File: src/rtl/svc_rv_div_seq_pkg.sv
// Purpose: shared constants and helpers for the RV M-extension divide sequencer.
// Latency: none (package only).
// Backpressure: none (package only).
//   Contents: funct3 encodings for DIV/DIVU/REM/REMU and op-decoding helpers.
package svc_rv_div_seq_pkg;

    localparam logic [2:0] FUNCT3_DIV  = 3'b100;
    localparam logic [2:0] FUNCT3_DIVU = 3'b101;
    localparam logic [2:0] FUNCT3_REM  = 3'b110;
    localparam logic [2:0] FUNCT3_REMU = 3'b111;

    // funct3[0] clear selects the signed variants (DIV, REM).
    function automatic logic op_is_signed(input logic [2:0] op);
        return !op[0];
    endfunction

    // funct3[1] set selects the remainder (REM, REMU) instead of the quotient.
    function automatic logic op_is_rem(input logic [2:0] op);
        return op[1];
    endfunction

endpackage

File: src/rtl/svc_rv_div_step.sv
// Purpose: one radix-2 restoring divide iteration (shift in dividend MSB, trial subtract).
// Latency: combinational, zero cycles.
// Backpressure: none; pure function of its inputs.
//   Ports: rem_in/q_in/divisor -> rem_out/q_out. q_in carries the not-yet-consumed
//   dividend bits in its upper part and the quotient bits built so far in its lower part.
module svc_rv_div_step #(
    parameter int XLEN = 32
) (
    input  logic [XLEN-1:0] rem_in,
    input  logic [XLEN-1:0] q_in,
    input  logic [XLEN-1:0] divisor,
    output logic [XLEN-1:0] rem_out,
    output logic [XLEN-1:0] q_out
);

    logic [XLEN:0]   shifted;
    logic [XLEN-1:0] diff;
    logic            borrow;

    always_comb begin
        shifted = {rem_in, q_in[XLEN-1]};
        borrow  = shifted < {1'b0, divisor};
        // When there is no borrow the true difference is below the divisor, so
        // the low XLEN bits of the modular difference are exact.
        diff    = shifted[XLEN-1:0] - divisor;
        rem_out = borrow ? shifted[XLEN-1:0] : diff;
        q_out   = {q_in[XLEN-2:0], ~borrow};
    end

endmodule

File: src/rtl/svc_rv_div_seq.sv
// Purpose: sequencer for the iterative RV divider (DIV/DIVU/REM/REMU), one op at a time.
// Latency: XLEN+1 cycles accept-to-result iterative; 1 cycle for div-by-zero/overflow/reuse.
// Backpressure: result held in DONE until rsp_ready; req_ready low outside IDLE and on flush.
//   Ports: req_valid/req_ready/req_op/req_a/req_b (request from EX), flush (kill op),
//   rsp_valid/rsp_ready/rsp_result (result to EX), busy (registered, drives EX stall).
module svc_rv_div_seq
    import svc_rv_div_seq_pkg::*;
#(
    parameter int XLEN      = 32,
    parameter int FAST_PATH = 1,
    parameter int REUSE     = 1
) (
    input  logic            clk,
    input  logic            rst_n,
    input  logic            req_valid,
    output logic            req_ready,
    input  logic [2:0]      req_op,
    input  logic [XLEN-1:0] req_a,
    input  logic [XLEN-1:0] req_b,
    input  logic            flush,
    output logic            rsp_valid,
    input  logic            rsp_ready,
    output logic [XLEN-1:0] rsp_result,
    output logic            busy
);

    localparam int CW = $clog2(XLEN);
    localparam logic [XLEN-1:0] INT_MIN = {1'b1, {(XLEN-1){1'b0}}};

    typedef enum logic [1:0] {
        S_IDLE,
        S_CALC,
        S_DONE
    } state_t;

    state_t          state;
    logic [CW-1:0]   count;

    // Latched request; a_lat/b_lat/sgn_lat/kind_lat double as the reuse tag.
    logic [XLEN-1:0] a_lat;
    logic [XLEN-1:0] b_lat;
    logic            sgn_lat;
    logic            kind_lat;
    logic            ent_vld;

    // Iteration datapath: magnitudes and sign-fix flags.
    logic [XLEN-1:0] dvs;
    logic [XLEN-1:0] rem;
    logic [XLEN-1:0] quo;
    logic            neg_q;
    logic            neg_r;

    // Sign-corrected results of the last completed op (reuse payload).
    logic [XLEN-1:0] q_hold;
    logic [XLEN-1:0] r_hold;

    logic            accept;
    logic            req_sgn;
    logic            req_rem;
    logic            a_neg;
    logic            b_neg;
    logic [XLEN-1:0] abs_a;
    logic [XLEN-1:0] abs_b;
    logic            fast_zero;
    logic            fast_ovf;
    logic            reuse_hit;

    logic [XLEN-1:0] step_rem;
    logic [XLEN-1:0] step_q;
    logic [XLEN-1:0] fin_q;
    logic [XLEN-1:0] fin_r;

    assign req_ready = (state == S_IDLE) && !flush;
    assign accept    = req_valid && req_ready;

    always_comb begin
        req_sgn   = op_is_signed(req_op);
        req_rem   = op_is_rem(req_op);
        a_neg     = req_sgn && req_a[XLEN-1];
        b_neg     = req_sgn && req_b[XLEN-1];
        abs_a     = a_neg ? (~req_a + 1'b1) : req_a;
        abs_b     = b_neg ? (~req_b + 1'b1) : req_b;
        fast_zero = (FAST_PATH != 0) && (req_b == '0);
        fast_ovf  = (FAST_PATH != 0) && req_sgn && (req_a == INT_MIN) && (req_b == '1);
        // funct3[2] is set for every divide encoding, so a stray non-divide
        // funct3 can never pick up a held result.
        reuse_hit = (REUSE != 0) && ent_vld && req_op[2]
                    && (req_a == a_lat) && (req_b == b_lat)
                    && (req_sgn == sgn_lat) && (req_rem != kind_lat);
    end

    svc_rv_div_step #(
        .XLEN (XLEN)
    ) u_step (
        .rem_in  (rem),
        .q_in    (quo),
        .divisor (dvs),
        .rem_out (step_rem),
        .q_out   (step_q)
    );

    // A zero divisor leaves the quotient at all-ones unnegated; the remainder
    // still gets its fix so that |a| comes back out as the original a.
    always_comb begin
        fin_q = (neg_q && (dvs != '0)) ? (~step_q + 1'b1) : step_q;
        fin_r = neg_r ? (~step_rem + 1'b1) : step_rem;
    end

    always_ff @(posedge clk or negedge rst_n) begin
        if (!rst_n) begin
            state      <= S_IDLE;
            count      <= '0;
            a_lat      <= '0;
            b_lat      <= '0;
            sgn_lat    <= 1'b0;
            kind_lat   <= 1'b0;
            ent_vld    <= 1'b0;
            dvs        <= '0;
            rem        <= '0;
            quo        <= '0;
            neg_q      <= 1'b0;
            neg_r      <= 1'b0;
            q_hold     <= '0;
            r_hold     <= '0;
            rsp_valid  <= 1'b0;
            rsp_result <= '0;
            busy       <= 1'b0;
        end else begin
            case (state)
                S_IDLE: begin
                    if (accept) begin
                        a_lat    <= req_a;
                        b_lat    <= req_b;
                        sgn_lat  <= req_sgn;
                        kind_lat <= req_rem;
                        busy     <= 1'b1;
                        if (fast_zero) begin
                            q_hold     <= '1;
                            r_hold     <= req_a;
                            rsp_result <= req_rem ? req_a : '1;
                            ent_vld    <= 1'b0;
                            rsp_valid  <= 1'b1;
                            state      <= S_DONE;
                        end else if (fast_ovf) begin
                            q_hold     <= req_a;
                            r_hold     <= '0;
                            rsp_result <= req_rem ? '0 : req_a;
                            ent_vld    <= 1'b0;
                            rsp_valid  <= 1'b1;
                            state      <= S_DONE;
                        end else if (reuse_hit) begin
                            // Entry stays valid; kind_lat now tracks this op so
                            // the pair can keep alternating.
                            rsp_result <= req_rem ? r_hold : q_hold;
                            rsp_valid  <= 1'b1;
                            state      <= S_DONE;
                        end else begin
                            ent_vld <= 1'b0;
                            dvs     <= abs_b;
                            quo     <= abs_a;
                            rem     <= '0;
                            neg_q   <= a_neg ^ b_neg;
                            neg_r   <= a_neg;
                            count   <= CW'(XLEN - 1);
                            state   <= S_CALC;
                        end
                    end
                end

                S_CALC: begin
                    if (flush) begin
                        busy  <= 1'b0;
                        state <= S_IDLE;
                    end else begin
                        rem <= step_rem;
                        quo <= step_q;
                        if (count == '0) begin
                            q_hold     <= fin_q;
                            r_hold     <= fin_r;
                            rsp_result <= kind_lat ? fin_r : fin_q;
                            ent_vld    <= (REUSE != 0);
                            rsp_valid  <= 1'b1;
                            state      <= S_DONE;
                        end else begin
                            count <= count - 1'b1;
                        end
                    end
                end

                S_DONE: begin
                    // Flush and consume both retire the op; flush just means
                    // EX never saw it.
                    if (flush || rsp_ready) begin
                        rsp_valid <= 1'b0;
                        busy      <= 1'b0;
                        state     <= S_IDLE;
                    end
                end

                default: begin
                    rsp_valid <= 1'b0;
                    busy      <= 1'b0;
                    state     <= S_IDLE;
                end
            endcase
        end
    end

endmodule

File: config.mk
export PLATFORM = sky130hd
export DESIGN_NAME = svc_rv_div_seq
export DESIGN_NICKNAME = d
export VERILOG_FILES = /design/src/rtl/svc_rv_div_seq_pkg.sv /design/src/rtl/svc_rv_div_step.sv /design/src/rtl/svc_rv_div_seq.sv
export SDC_FILE = /design/constraint.sdc
export NUM_CORES = 1
export LEC_CHECK = 0
export BUFFER_PORTS_ARGS = -buffer_cell sky130_fd_sc_hd__buf_4
export CORE_MARGIN = 1
export CORE_UTILIZATION = 25
export CTS_CLUSTER_DIAMETER = 150
export DETAILED_ROUTE_END_ITERATION = 6
export GPL_ROUTABILITY_DRIVEN = 1
export SYNTH_ARGS = -nofsm -noshare
export SYNTH_HDL_FRONTEND = slang
export SYNTH_SLANG_ARGS = --single-unit
File: constraint.sdc
create_clock -name clk -period 17.67 [get_ports clk]
set_input_delay 0.8835 -clock clk [delete_from_list [all_inputs] [get_ports clk]]
set_output_delay 0.8835 -clock clk [all_outputs]
set_load 0.1 [all_outputs]
==> summary.txt, run 1 <==
Floorplanning
  – Placeable Area: 74,400 um^2
  – Number of primary I/O pins: approximately 110
  – Floorplan row count: 100
  – Die extent in y: about 280 um
  – Area of the die: 76,300 um^2
  – Effective utilization at floorplan: 0.253
  – Die W: 276 um

GRT
  – Routing layer with the top usage in global route: met2
  – Global routing met2 resource utilization: 0.278
  – First-pass GRT wire length: between 100 and 150 mm
  – Global-route usage over all layers: 0.175
  – Global-route track usage on met3: 0.0288
  – Global-route track usage on met1: 0.233
  – Initial antenna violation count: 1
  – Vias in the first global route: 16,900
  – Largest net degree at the start of global routing: 99
  – Grt ovf: 0

Clocking
  – Number of setup buffers added after CTS: 0
  – Clock tree from TritonCTS: yes
  – Maximum number of buffers from clock root to sink: 3
  – Maximum level of the CTS H-tree: 1
  – Inserted Clock Buffers: 30
  – Worst skew pair latency: 590 ps
  – Root buffer selected by CTS: sky130_fd_sc_hd__clkbuf_16
  – Clock slew seen by the registers of the worst setup and hold paths: 70 ps
  – Post-CTS sizing: 0
  – Clock sink count: 270
  – Number of hold buffers added after CTS: 0

Finish
  – Area Overhead vs Synth: 13.3%
  – # nets final: 2,529
  – Commonest cells after routing, fill and taps aside: sky130_fd_sc_hd__nand2_1, sky130_fd_sc_hd__dfrtp_1, sky130_fd_sc_hd__a21oi_1
  – Most common cell after layout, fill and taps aside: sky130_fd_sc_hd__nand2_1
  – Fraction of layout cells with a size suffix above 1: 0.0922
  – Antenna diode count: 0

Route
  – Number of nets still failing antenna checks after routing: 0
  – Routed len/inst: 20.0 um
  – 1st-iter DRT viols: 1,779
  – Total via count in the routed design: between 15,000 and 20,000
  – Final routed wirelength across all metal layers: roughly 68 mm
  – Pre-Repair DR Iteration Count: 6
  – Detailed-route DRC error count: 0
  – Via-per-instance ratio: 5.17

Power and ir drop
  – Power Dens Cells: 171 nW/um^2
  – Worst supply voltage drop on vdd: 0.0000910 V
  – Total Power: 3.65 mW
  – Clk network pwr share: 0.178
  – Switching fraction of total power: 0.498
  – Combinational fraction of design power: 0.521
  – NetSw: 1.81 mW
  – Standby leakage power: 9.11 nW
  – Cell Int Power: around 1.8 mW
  – Share of power burned in registers: 0.301

Critical path
  – Type of destination of the critical path: register
  – Data required time at the worst endpoint: 18,150 ps
  – Cell breakdown of the critical path: ha_1, a21oi_1, o21ai_0, o2bb2ai_1, o311ai_2, nand2_1, buf_4, inv_1, buf_4, ha_1, nor2b_1, nand2_1, nor2_1, a21oi_1, xnor2_1, a211oi_1, o21ai_0, o22ai_1
  – Critical path fanouts, max: 54
  – Logic depth of the worst register-to-register path: 18
  – Data arrival time at the worst-slack endpoint: 6250 ps
  – Critical path type: register to register
  – Cell at the slowest stage of the critical path: sky130_fd_sc_hd__nor2b_1
  – Launching element type of the critical path: register
  – Maximum cell stage delay along the critical path: 550 ps

Outcome
  – Run status: finished, final reports clean

STA
  – Final setup violation count: 0
  – Min Clock Period, post-route: 5760 ps
  – Number of hold violations in the final report: 0
  – Worst relative slew slack: 0.303
  – Fin Clk Skew: 33.0 ps
  – Maximum operating frequency: 0.174 GHz
  – Fin crit share: 0.326
  – Accumulated negative setup slack: 0 ps
  – RSZ-0062 raised after global routing: false
  – Slew at the pin closest to its max-slew limit: 1040 ps
  – Max-slew violation count: 0

Logic synthesis
  – Synth warn: 0
  – EDFF count, synth: 0
  – Synth unique cells: 85
  – Post-synthesis instance area: around 19,000 um^2
  – Sequential cell area fraction in the yosys report: 0.359
  – Synth Instances: approximately 2,400
  – Flops & latches, synth: 270
  – Post-synthesis average cell area: 7.71 um^2
  – Main synth FF type: sky130_fd_sc_hd__dfrtp_1
  – Proportion of register bits with asynchronous set or reset after synthesis: 1.00
  – Post-synth net total: 2,551

Placement
  – Placer congestion estimate: approximately 0.90
  – DPL Wire Length: 49.8 mm
  – Number of port buffers: 106

Min path
  – Class of the tightest hold or removal check: primary input to asynchronous set/reset pin

Run
  – Total of max-cap violations: 0
## cells in the mapped netlist, types with 30 or more instances
cell type                    n  share of area
sky130_fd_sc_hd__nor4_1     36          0.012
sky130_fd_sc_hd__o21ai_0   191          0.051
sky130_fd_sc_hd__mux2i_1    32          0.017
sky130_fd_sc_hd__a31oi_1    31          0.010
sky130_fd_sc_hd__dfrtp_1   270           0.36
sky130_fd_sc_hd__nor2_1    209          0.042
sky130_fd_sc_hd__nand2_1   490          0.098
sky130_fd_sc_hd__nor3_1     45          0.012
sky130_fd_sc_hd__o31ai_1    30          0.012
sky130_fd_sc_hd__xor2_1     99          0.046
sky130_fd_sc_hd__nand3_1    40          0.011
sky130_fd_sc_hd__inv_1      73          0.015
sky130_fd_sc_hd__a21oi_1   216          0.058
sky130_fd_sc_hd__xnor2_1    97          0.045
sky130_fd_sc_hd__clkbuf_1  152          0.030
sky130_fd_sc_hd__ha_1       39          0.026
## path summary, 6_finish.rpt
kind | from | to | slack [ps]
worst max-delay path | rem[7] | rsp_result[26] | 11910
worst min-delay path | rst_n | rsp_result[15] | 330
worst max register to register | rem[7] | rsp_result[26] | 11910
worst min register to register | q_hold[8] | q_hold[8] | 470
max in group asynchronous | rst_n | a_lat[31] | 15230
min in group clk | q_hold[8] | q_hold[8] | 470
## stage by stage
stage / std cells / hold WS, ps / worst slack, ps / cell area, um^2 / utilization
after floorplan: 2439 / 433 / 11950 / 18800 / -
after global placement: 3354 / 445 / 11810 / 20300 / 0.273
after detailed placement: 3354 / 451 / 11780 / 20300 / 0.273
after CTS: 3410 / 357 / 12010 / 21300 / 0.286
after global routing: 3410 / 400 / 11310 / 21300 / 0.286
final: 3410 / 333 / 11910 / 21300 / 0.286
## worst max-delay path, delay by kind of cell, from the launching register on
| family | cells | cell delay (ps) |
|---|---|---|
| compound gates | 8 | 1810 |
| xor+xnor | 1 | 160 |
| fa+ha+maj | 2 | 670 |
| buf+inv | 3 | 1070 |
| flops | 1 | 440 |
| simple gates | 4 | 1480 |
## flip-flops by register name, summed over array words and instances (netlist names)
signal,flops
a_lat,32
b_lat,32
dvs,32
q_hold,32
quo,32
r_hold,32
rem,32
rsp_result,32
count,5
state,2
busy,1
ent_vld,1
kind_lat,1
neg_q,1
neg_r,1
rsp_valid,1
sgn_lat,1
## power groups by stage
stage	clock network (mW)	registers (mW)	logic, mW
final	0.649	1.10	1.90
after global routing	0.682	1.13	2.08
after CTS	0.660	1.09	1.89
after detailed placement	0	1.10	1.88
after global placement	0	1.10	1.87
after floorplan	0	1.28	1.14
## logic make-up after synthesis
family                   after synthesis  share of synthesized area
XOR/XNOR                             196                     0.0913
flip-flops                           270                      0.359
AND/OR/NAND/NOR                      938                      0.218
multiplexers                          36                     0.0194
adder cells (fa/ha/maj)               40                     0.0270
AO/OA/AOI/OAI                        696                      0.229
buffers and inverters                263                     0.0564
## layer usage
metal  routed length, um  share of wire  vias up
li1                    -              -     8503
met1               30100           0.44     8410
met2               30700           0.45      616
met3                4320          0.063      117
met4                3190          0.047        0
met5                   0              0        -
## cell type report
type	count	area, um^2
Clock buffer	43	911
Clock inverter	13	98.8
Fill cell	7980	53100
Inverter	74	278
Multi-Input combinational cell	1906	11000
Sequential cell	270	6760
Tap cell	969	1210
Timing Repair Buffer	135	1020
Note: power is estimated with default switching activity, not from simulation.
==> run 2: changes to the inputs <==
- ABC_AREA: not set -> 1
- clock period: 17.67 -> 5.7 ns (I/O delays scaled with it)
==> run 2 against run 1 <==
Synthesized area is 7.5% higher. Register-to-register slack worse by 11000 ps. Routed wire length is 14% higher. Synthesized cell count is 24% higher. First-iteration DRC count is 13% higher.
==> summary.txt, run 2 <==
Logic synthesis
  – Post-synth net total: 3,140 (+23%)
  – EDFF count, synth: 0 (unchanged)
  – Synth warn: 0 (unchanged)
  – Post-synthesis instance area: 20,200 um^2 (+7.5%)
  – Cell type with the highest aggregate area in the netlist: sky130_fd_sc_hd__dfrtp_1
  – Sequential cell area fraction in the yosys report: 0.334 (-0.0252)
  – Share of the synthesized area in the top cell type: 0.334 (-0.0252)
  – Synth Instances: 3,028 (+24%)
  – Flops & latches, synth: 270 (unchanged)
  – Synth top area cells: sky130_fd_sc_hd__dfrtp_1, sky130_fd_sc_hd__nand2_1, sky130_fd_sc_hd__inv_1
  – Main synth FF type: sky130_fd_sc_hd__dfrtp_1
  – Synth unique cells: 66 (-22%)
  – Post-synthesis average cell area: 6.68 um^2 (-13%)
  – Proportion of register bits with asynchronous set or reset after synthesis: 1.00 (unchanged)
  – Synth top cells by count: sky130_fd_sc_hd__nand2_1, sky130_fd_sc_hd__inv_1, sky130_fd_sc_hd__o21ai_0
  – Most frequent cell after synthesis: sky130_fd_sc_hd__nand2_1

STA
  – Fin Clk Skew: 42.1 ps (+9.13 ps)
  – Final setup violation count: 0 (unchanged)
  – Min Clock Period, post-route: 4470 ps
  – Maximum operating frequency: 0.223 GHz
  – RSZ-0062 raised after global routing: false
  – Accumulated negative setup slack: 0 ps (unchanged)
  – Fin crit share: 0.785
  – Worst relative slew slack: 0.0527 (-0.250)
  – Number of hold violations in the final report: 0 (unchanged)
  – Post-route setup slack: 1230 ps (-10,680 ps)
  – Max-slew violation count: 0 (unchanged)
  – Slew at the pin closest to its max-slew limit: 1400 ps (+361 ps)

GRT
  – First-pass GRT wire length: 118 mm (+13%)
  – Global-route usage over all layers: 0.187 (+0.0115)
  – Largest net degree at the start of global routing: 136 (+37%)
  – Initial antenna violation count: 5 (+4)
  – Grt ovf: 0 (unchanged)
  – Vias in the first global route: 19,300 (+15%)

Route
  – Met1 Routed Length: 34.3 mm (+14%)
  – Max layer used: met5
  – Pre-Repair DR Iteration Count: 6 (unchanged)
  – Via-per-instance ratio: 4.96 (-4.2%)
  – Routed len/inst: 18.9 um (-5.6%)
  – 1st-iter DRT viols: 2,006 (+13%)
  – Total via count in the routed design: 20,500 (+16%)
  – Detailed-route DRC error count: 0 (unchanged)
  – Met2 layer wire length in the routed design: 34.9 mm (+14%)
  – Number of nets still failing antenna checks after routing: 0 (unchanged)
  – Final routed wirelength across all metal layers: 78.2 mm (+14%)
  – Amount of wire on met3 after detailed routing: 5.69 mm (+32%)

Placement
  – DPL Wire Length: 59.7 mm (+20%)
  – DP Worst Slack: 1290 ps (-10,490 ps)
  – Number of port buffers: 106 (unchanged)
  – Placer congestion estimate: 0.952 (+5.9%)

Finish
  – Area Overhead vs Synth: 14.0%
  – Commonest cells after routing, fill and taps aside: sky130_fd_sc_hd__nand2_1, sky130_fd_sc_hd__inv_1, sky130_fd_sc_hd__o21ai_0
  – Most common cell after layout, fill and taps aside: sky130_fd_sc_hd__nand2_1
  – Fill cell total of the finished layout: 8,708 (+9.1%)
  – # nets final: 3,171 (+25%)
  – Fraction of layout cells with a size suffix above 1: 0.0967 (+0.00448)

Clocking
  – Maximum number of buffers from clock root to sink: 3 (unchanged)
  – Clock tree from TritonCTS: yes
  – Maximum level of the CTS H-tree: 1 (unchanged)
  – Clock slew seen by the registers of the worst setup and hold paths: 60 ps (about the same)
  – Inserted Clock Buffers: 30 (unchanged)
  – Number of setup buffers added after CTS: 0 (unchanged)
  – Post-CTS sizing: 0 (unchanged)
  – Root buffer selected by CTS: sky130_fd_sc_hd__clkbuf_16
  – Clock sink count: 270 (unchanged)
  – Number of hold buffers added after CTS: 9 (+9)
  – Worst skew pair latency: 630 ps (+40 ps)

Critical path
  – Critical path type: primary input to register
  – Critical path fanouts, max: 37 (-31%)
  – Data arrival time at the worst-slack endpoint: 4990 ps (-1260 ps)
  – Data required time at the worst endpoint: 6210 ps (-11,940 ps)
  – Minimum setup slack among reg-to-reg paths: 1350 ps (-10,560 ps)
  – Launching element type of the critical path: primary input
  – Type of destination of the critical path: register

Floorplanning
  – Floorplan row count: 103 (+3.0%)
  – Placeable Area: 79,500 um^2 (+6.8%)
  – Effective utilization at floorplan: 0.254 (+0.00172)
  – Die W: 286 um (+3.7%)
  – Area of the die: 82,000 um^2 (+7.5%)
  – Die extent in y: 286 um (+3.7%)
  – Number of primary I/O pins: 107 (unchanged)

Outcome
  – Run status: finished, final reports clean

Min path
  – Class of the tightest hold or removal check: primary input to register

Run
  – Total of max-cap violations: 0 (unchanged)
[run 2: through the flow]
stage / hold slack [ps] / cells / instance area, um^2 / util
after detailed placement: 308 / 4068 / 21900 / 0.275
after global placement: 310 / 4068 / 21900 / 0.275
after CTS: 12.8 / 4133 / 23000 / 0.290
after global routing: 59.7 / 4136 / 23100 / 0.290
final: 30.6 / 4136 / 23100 / 0.290
after floorplan: -10.6 / 3028 / 20200 / -
[run 2: worst paths after layout]
check                           from        endpoint  cells after the start
hold reg to reg            b_lat[17]       b_lat[17]                      2
min in group asynchronous      rst_n  rsp_result[13]                      2
setup reg to reg             dvs[24]  rsp_result[30]                     24
hold / removal              req_a[6]        a_lat[6]                      3
max in group asynchronous      rst_n         quo[22]                      3
setup / recovery           req_b[31]      r_hold[16]                     18
[run 2: cells by family (layout without fill, tap and decap cells)]
group,count (synthesis),count (layout),synth area share
simple gates,1449,1449,0.310
compound gates,594,594,0.168
buf+inv,552,607,0.109
flops,270,270,0.334
xor+xnor,122,122,0.0532
fa+ha+maj,40,40,0.0251
mux,1,1,0.000495
other cells,0,3,0
[run 2: per-layer routing]
metal	up-vias	global-route usage
met5	-	0
met4	4	0.0805
met3	146	0.0312
met2	788	0.295
met1	9649	0.251
li1	9921	-
[run 2: worst max-delay path, cell delays in order]
cell	delay, ps
sky130_fd_sc_hd__dlygate4sd3_1	560
sky130_fd_sc_hd__buf_4	130
sky130_fd_sc_hd__inv_1	150
sky130_fd_sc_hd__nor2_4	110
sky130_fd_sc_hd__buf_4	240
sky130_fd_sc_hd__inv_1	290
sky130_fd_sc_hd__nor3_1	320
sky130_fd_sc_hd__nand3_1	110
sky130_fd_sc_hd__nor3_1	500
sky130_fd_sc_hd__nand2_1	180
sky130_fd_sc_hd__nand2_2	220
sky130_fd_sc_hd__inv_2	150
sky130_fd_sc_hd__nand2_2	100
sky130_fd_sc_hd__nand2_4	270
sky130_fd_sc_hd__inv_2	540
sky130_fd_sc_hd__buf_4	390
sky130_fd_sc_hd__o21ai_0	150
sky130_fd_sc_hd__o21a_1	210
[run 2: area by class of cell]
type	count	area (um^2)	area share
multi-input cells	2206	11300	0.489
flip-flops and latches	270	6760	0.293
inverters	413	1560	0.0675
well taps	1050	1310	0.0570
repair buffers	138	1080	0.0468
clock buffers	38	841	0.0365
clock inverters	18	214	0.00928
diodes	3	7.51	0.000326
Power of run 2 is not shown: default switching activity piles up to over one toggle a cycle in this logic, so the estimate is an artifact.
